## src/rtl/riscv_dmem_bus_bridge.sv

```systemverilog
// ----------------------------------------------------------------------------
// riscv_dmem_bus_bridge
//
// Purpose:
//   Bridges the pipeline CPU's data-memory port onto a variable-latency
//   request/grant/response bus. Each CPU load or store is latched into the
//   bus request registers and the CPU is stalled until the response returns.
//   The access then retires in a single DONE cycle. A response timeout
//   guarantees forward progress: a hung response is forced complete and
//   flagged as an error.
//
// Ports:
//   i_clk, i_rst            clock (rising edge), asynchronous active-high reset
//   i_bridge_*              CPU access: addr, wr_en, rd_en, byte_sel, wr_data
//   o_bridge_rd_data        load data returned to the CPU (held between loads)
//   o_bridge_stall          holds the CPU pipeline while an access is in flight
//   o_bridge_err            one-cycle pulse in DONE on bus error or timeout
//   o_bridge_err_sticky     accumulates every error until reset
//   o_bus_req/we/addr/be/wdata   bus request side (word-aligned address)
//   i_bus_gnt               bus accepted the request this cycle
//   i_bus_rvalid/rdata/err  bus response (reads and writes both respond)
// ----------------------------------------------------------------------------
module riscv_dmem_bus_bridge #(
  parameter int XLEN           = 32,
  parameter int TIMEOUT_CYCLES = 255,
  parameter int TO_W           = 8
) (
  input  logic            i_clk,
  input  logic            i_rst,
  input  logic [XLEN-1:0] i_bridge_addr,
  input  logic            i_bridge_wr_en,
  input  logic            i_bridge_rd_en,
  input  logic [3:0]      i_bridge_byte_sel,
  input  logic [XLEN-1:0] i_bridge_wr_data,
  output logic [XLEN-1:0] o_bridge_rd_data,
  output logic            o_bridge_stall,
  output logic            o_bridge_err,
  output logic            o_bridge_err_sticky,
  output logic            o_bus_req,
  output logic            o_bus_we,
  output logic [XLEN-1:0] o_bus_addr,
  output logic [3:0]      o_bus_be,
  output logic [XLEN-1:0] o_bus_wdata,
  input  logic            i_bus_gnt,
  input  logic            i_bus_rvalid,
  input  logic [XLEN-1:0] i_bus_rdata,
  input  logic            i_bus_err
);

  typedef enum logic [1:0] {
    IDLE = 2'd0,
    REQ  = 2'd1,
    RSP  = 2'd2,
    DONE = 2'd3
  } state_t;

  // Last counter value of the response window; reaching it without rvalid
  // forces the access complete.
  localparam logic [TO_W-1:0] TO_LAST = TO_W'(TIMEOUT_CYCLES - 1);

  state_t          state_q, state_d;
  logic            req_q, req_d;
  logic            we_q, we_d;
  logic [XLEN-1:0] addr_q, addr_d;
  logic [3:0]      be_q, be_d;
  logic [XLEN-1:0] wdata_q, wdata_d;
  logic [XLEN-1:0] rd_data_q, rd_data_d;
  logic            err_flag_q, err_flag_d;
  logic            sticky_q, sticky_d;
  logic [TO_W-1:0] cnt_q, cnt_d;

  logic access;

  // The bus is word addressed; the CPU's byte offset is carried by byte_sel.
  logic unused_addr_lsbs;
  assign unused_addr_lsbs = ^i_bridge_addr[1:0];

  assign access = i_bridge_rd_en | i_bridge_wr_en;

  always_ff @(posedge i_clk or posedge i_rst) begin
    if (i_rst) begin
      state_q    <= IDLE;
      req_q      <= 1'b0;
      we_q       <= 1'b0;
      addr_q     <= '0;
      be_q       <= '0;
      wdata_q    <= '0;
      rd_data_q  <= '0;
      err_flag_q <= 1'b0;
      sticky_q   <= 1'b0;
      cnt_q      <= '0;
    end else begin
      state_q    <= state_d;
      req_q      <= req_d;
      we_q       <= we_d;
      addr_q     <= addr_d;
      be_q       <= be_d;
      wdata_q    <= wdata_d;
      rd_data_q  <= rd_data_d;
      err_flag_q <= err_flag_d;
      sticky_q   <= sticky_d;
      cnt_q      <= cnt_d;
    end
  end

  always_comb begin
    state_d    = state_q;
    req_d      = req_q;
    we_d       = we_q;
    addr_d     = addr_q;
    be_d       = be_q;
    wdata_d    = wdata_q;
    rd_data_d  = rd_data_q;
    err_flag_d = err_flag_q;
    sticky_d   = sticky_q;
    cnt_d      = cnt_q;

    case (state_q)
      IDLE: begin
        if (access) begin
          state_d = REQ;
          req_d   = 1'b1;
          // A simultaneous rd_en/wr_en is treated as a store.
          we_d    = i_bridge_wr_en;
          addr_d  = {i_bridge_addr[XLEN-1:2], 2'b00};
          be_d    = i_bridge_byte_sel;
          wdata_d = i_bridge_wr_data;
        end
      end

      REQ: begin
        if (i_bus_gnt) begin
          req_d = 1'b0;
          cnt_d = '0;
          if (i_bus_rvalid) begin
            // Zero-latency response: skip RSP entirely.
            if (!we_q) rd_data_d = i_bus_rdata;
            err_flag_d = i_bus_err;
            state_d    = DONE;
          end else begin
            state_d = RSP;
          end
        end
      end

      RSP: begin
        // rvalid wins over a timeout landing in the same cycle.
        if (i_bus_rvalid) begin
          if (!we_q) rd_data_d = i_bus_rdata;
          err_flag_d = i_bus_err;
          state_d    = DONE;
        end else if (cnt_q == TO_LAST) begin
          rd_data_d  = '0;
          err_flag_d = 1'b1;
          state_d    = DONE;
        end else begin
          cnt_d = cnt_q + 1'b1;
        end
      end

      DONE: begin
        // The access still visible here is the one retiring; the next one
        // is picked up from IDLE.
        sticky_d = sticky_q | err_flag_q;
        state_d  = IDLE;
      end

      default: begin
        state_d = IDLE;
      end
    endcase
  end

  assign o_bridge_stall      = ((state_q == IDLE) & access) |
                               (state_q == REQ) | (state_q == RSP);
  assign o_bridge_err        = (state_q == DONE) & err_flag_q;
  assign o_bridge_err_sticky = sticky_q;
  assign o_bridge_rd_data    = rd_data_q;
  assign o_bus_req           = req_q;
  assign o_bus_we            = we_q;
  assign o_bus_addr          = addr_q;
  assign o_bus_be            = be_q;
  assign o_bus_wdata         = wdata_q;

endmodule

```

## config.mk

```make
export PLATFORM = sky130hd
export DESIGN_NAME = riscv_dmem_bus_bridge
export DESIGN_NICKNAME = d
export VERILOG_FILES = /design/src/rtl/riscv_dmem_bus_bridge.sv
export SDC_FILE = /design/constraint.sdc
export NUM_CORES = 1
export LEC_CHECK = 0
export CAP_MARGIN = 20
export CORE_UTILIZATION = 35
export CTS_BUF_LIST = sky130_fd_sc_hd__clkbuf_4
export DETAILED_ROUTE_END_ITERATION = 10
export MAX_ROUTING_LAYER = met4
export PLACE_DENSITY = 0.7
export SLEW_MARGIN = 20
export SYNTH_ARGS = -nofsm -noshare
export SYNTH_HDL_FRONTEND = slang
export SYNTH_SLANG_ARGS = --single-unit
```

## constraint.sdc

```tcl
create_clock -name i_clk -period 4.56 [get_ports i_clk]
set_input_delay 0.684 -clock i_clk [delete_from_list [all_inputs] [get_ports i_clk]]
set_output_delay 0.684 -clock i_clk [all_outputs]
set_load 0.005 [all_outputs]
```

==> impl_metrics.ini <==
[timing]
final-setup-viol-count = 0
relSlewSlack_pct = 43.8
tns_ns = 0
rsz0062_at_grt = false
maxClockFrequency_mhz = 358
fin_crit_sh_pct = 61.3
hold_viol = 0
skew_ns = 0.0260
slew_violations = 0
holdWs_ns = 0.484
worst_slew_pin_slew_ns = 0.843
period_needed_ns = 2.79

[clock_tree]
post_cts_buffers = 0
clkTransAtPathRegs_ns = 0.13
insertion_delay_ns = 0.47
clockBufferDepth = 2
cts_sinks = 112
numCtsBuffers = 9
cts_resized = 0
root_buffer = clkbuf_4
cts_tree = built
hold_buffers = 0
htreeDepth = 3

[place]
dp_cells = 681
io_buffers = 207
placed_cell_area_um2 = 6740
gp_congestion = 0.754
hpwlAfterDp_um = 8070

[grt]
grt_max_degree = 68
overflow = 0
grt_pass1_wl_um = 17000
antenna_found_initial = 1
grt_pass1_vias = 3546
grt_use_total_pct = 17.1

[cells_and_area]
final_common_cell = clkdlybuf4s50_1
area_growth_pct = 51.7
layout-drive-gt1-share_pct = 23.0
mostFrequentLayoutCells = clkdlybuf4s50_1, dfrtp_1, mux2_2, a22o_2, nand2_1
final_area_um2 = 6880
fin_nets = 634
final_cells = 698

[min_path]
hold_path.class = register to register

[run]
cap_violations = 0

[worst_setup_path]
cp.required_ns = 4.96
critPathArrivalTime_ns = 3.19
critPathLaunchType = register
worstSetupEndpoint = o_bridge_rd_data[31]
path_class = register to register
critPathMaxFanout = 33
crit_chain = inv_1 -> ha_1 -> mux2_4 -> and3b_2 -> a21oi_4 -> a22o_2
r2r-end = o_bridge_rd_data[31]
crit_slowest_cell = a21oi_4
crit_path_end_kind = register
reg2reg_depth = 6
slowest_delay_ns = 0.73
crit_path_start = state_q[1]
r2r-start = state_q[1]
ff2ff_setup_slack_ns = 1.77

[yosys]
ys.flop_type = dfrtp_1
synth_seq_area_share_pct = 61.8
synth_cell_type_count = 41
ys_async_sr_fraction_pct = 100
synth-seq-cells = 112
synth_edf_count = 0
ys_warn_count = 0
syn-cell-area_um2 = 4540
synthCells = 316
avgSynthCellArea_um2 = 14.4

[power]
switching_share_pct = 29.2
pwr-share-comb_pct = 48.5
power.total_w = 0.00423
p_int_w = 0.00300
power.density_nw_per_um2 = 615
pwr-share-clk_pct = 11.4
power_leakage_nw = 2.91
switchingPower_w = 0.00124
pwr-share-seq_pct = 40.2
vdd_ir_drop_max_uv = 313

[route]
drt_wl_total_um = 11100
post_drt_wl_per_cell_um = 15.9
drc = 0
drt_iter0_drc = 134
vias = 3341
vias_per_cell = 4.79
ant_nets = 0
drt-pass1-iter-count = 4

[floorplan]
die-area_um2 = 13400
core_um2 = 12600
rows = 41
start_util_pct = 36.0
die_h_um = 116
die_w_um = 116
io_pins = 212

[outcome]
status = finished clean
[sequential cells by signal, indices dropped and copies added, names as in the netlist, 2 cells and up]
name              flops
o_bus_be              4
cnt_q                 8
o_bus_addr           30
o_bridge_rd_data     32
state_q               2
o_bus_wdata          32
[per-stage QoR]
stage	util [%]	setup slack [ns]
global route	54.5	1.57
global placement	53.4	1.36
detailed placement	53.4	1.60
CTS	54.5	1.73
finish	54.5	1.77
floorplan	-	0.917
[Yosys cell counts (all sizes together) (2+ instances only)]
cell type    n  area share [%]
a21oi        4            0.69
nand2       14             1.2
nand3        4            0.44
buf         14             2.3
and2         2            0.28
inv          7            0.58
o21ai       13             1.4
a22o        32             7.0
clkbuf       4            0.33
o31ai        2            0.33
ha           7             1.9
or2          2            0.28
mux2        67              17
nand4        2            0.28
a31oi        2            0.28
dfrtp      112              62
nor2         6            0.50
nand2b       3            0.41
nor3         3            0.33
[area by class of cell]
cell class | instances | area [µm²]
flip-flops and latches | 112 | 2800
multi-input cells | 180 | 1600
fillers | 1115 | 5740
inverters | 7 | 28.8
well taps | 172 | 215
repair buffers | 210 | 2090
clock inverters | 6 | 58.8
clock buffers | 10 | 75.1
diodes | 1 | 2.50
[worst min path at each step]
stage                     cells after the start             endpoint           startpoint  slack [ns]
final                                         1  o_bridge_err_sticky  o_bridge_err_sticky        0.48
after detailed placement                      1  o_bridge_err_sticky  o_bridge_err_sticky        0.45
after global placement                        1  o_bridge_err_sticky  o_bridge_err_sticky        0.45
after global routing                          1  o_bridge_err_sticky  o_bridge_err_sticky        0.50
after CTS                                     1  o_bridge_err_sticky  o_bridge_err_sticky        0.49
after floorplan                               1  o_bridge_err_sticky  o_bridge_err_sticky        0.46
[metal layers]
| metal | routed length [µm] | track usage [%] | up-vias | share of wire [%] |
|---|---|---|---|---|
| met4 | 211 | 7.09 | 0 | 1.9 |
| li1 | - | - | 1545 | - |
| met5 | 0 | - | - | 0 |
| met2 | 5320 | 27.2 | 150 | 48 |
| met1 | 4530 | 19.8 | 1632 | 41 |
| met3 | 1010 | 5.70 | 14 | 9.1 |
[power groups by stage]
| stage | sequential (W) | combinational [W] | clock [W] |
|---|---|---|---|
| finish | 0.00170 | 0.00205 | 0.000481 |
| detailed placement | 0.00173 | 0.00207 | 0 |
| CTS | 0.00171 | 0.00208 | 0.000505 |
| global route | 0.00176 | 0.00222 | 0.000542 |
| floorplan | 0.00174 | 0.000879 | 0 |
| global placement | 0.00170 | 0.00202 | 0 |
[critical path, delay by kind of cell, from the launching register on]
family | cells | cell delay [ns]
AND/OR/NAND/NOR | 1 | 0.44
AO/OA/AOI/OAI | 2 | 1.00
adder cells (fa/ha/maj) | 1 | 0.36
multiplexers | 1 | 0.37
buffers and inverters | 1 | 0.13
flip-flops | 1 | 0.43
[kinds of logic (layout without fill, tap and decap cells)]
group | count (synthesis) | count (layout) | share of synthesized area [%]
DFF | 112 | 112 | 61.8
muxes | 68 | 68 | 16.9
AOI/OAI and AO/OA | 62 | 62 | 11.4
and+or+nand+nor | 41 | 41 | 4.63
buffers and inverters | 25 | 233 | 3.25
adders and majority gates | 7 | 7 | 1.93
other | 1 | 3 | 0.0827
No activity file was read; power rests on OpenSTA's default activity.
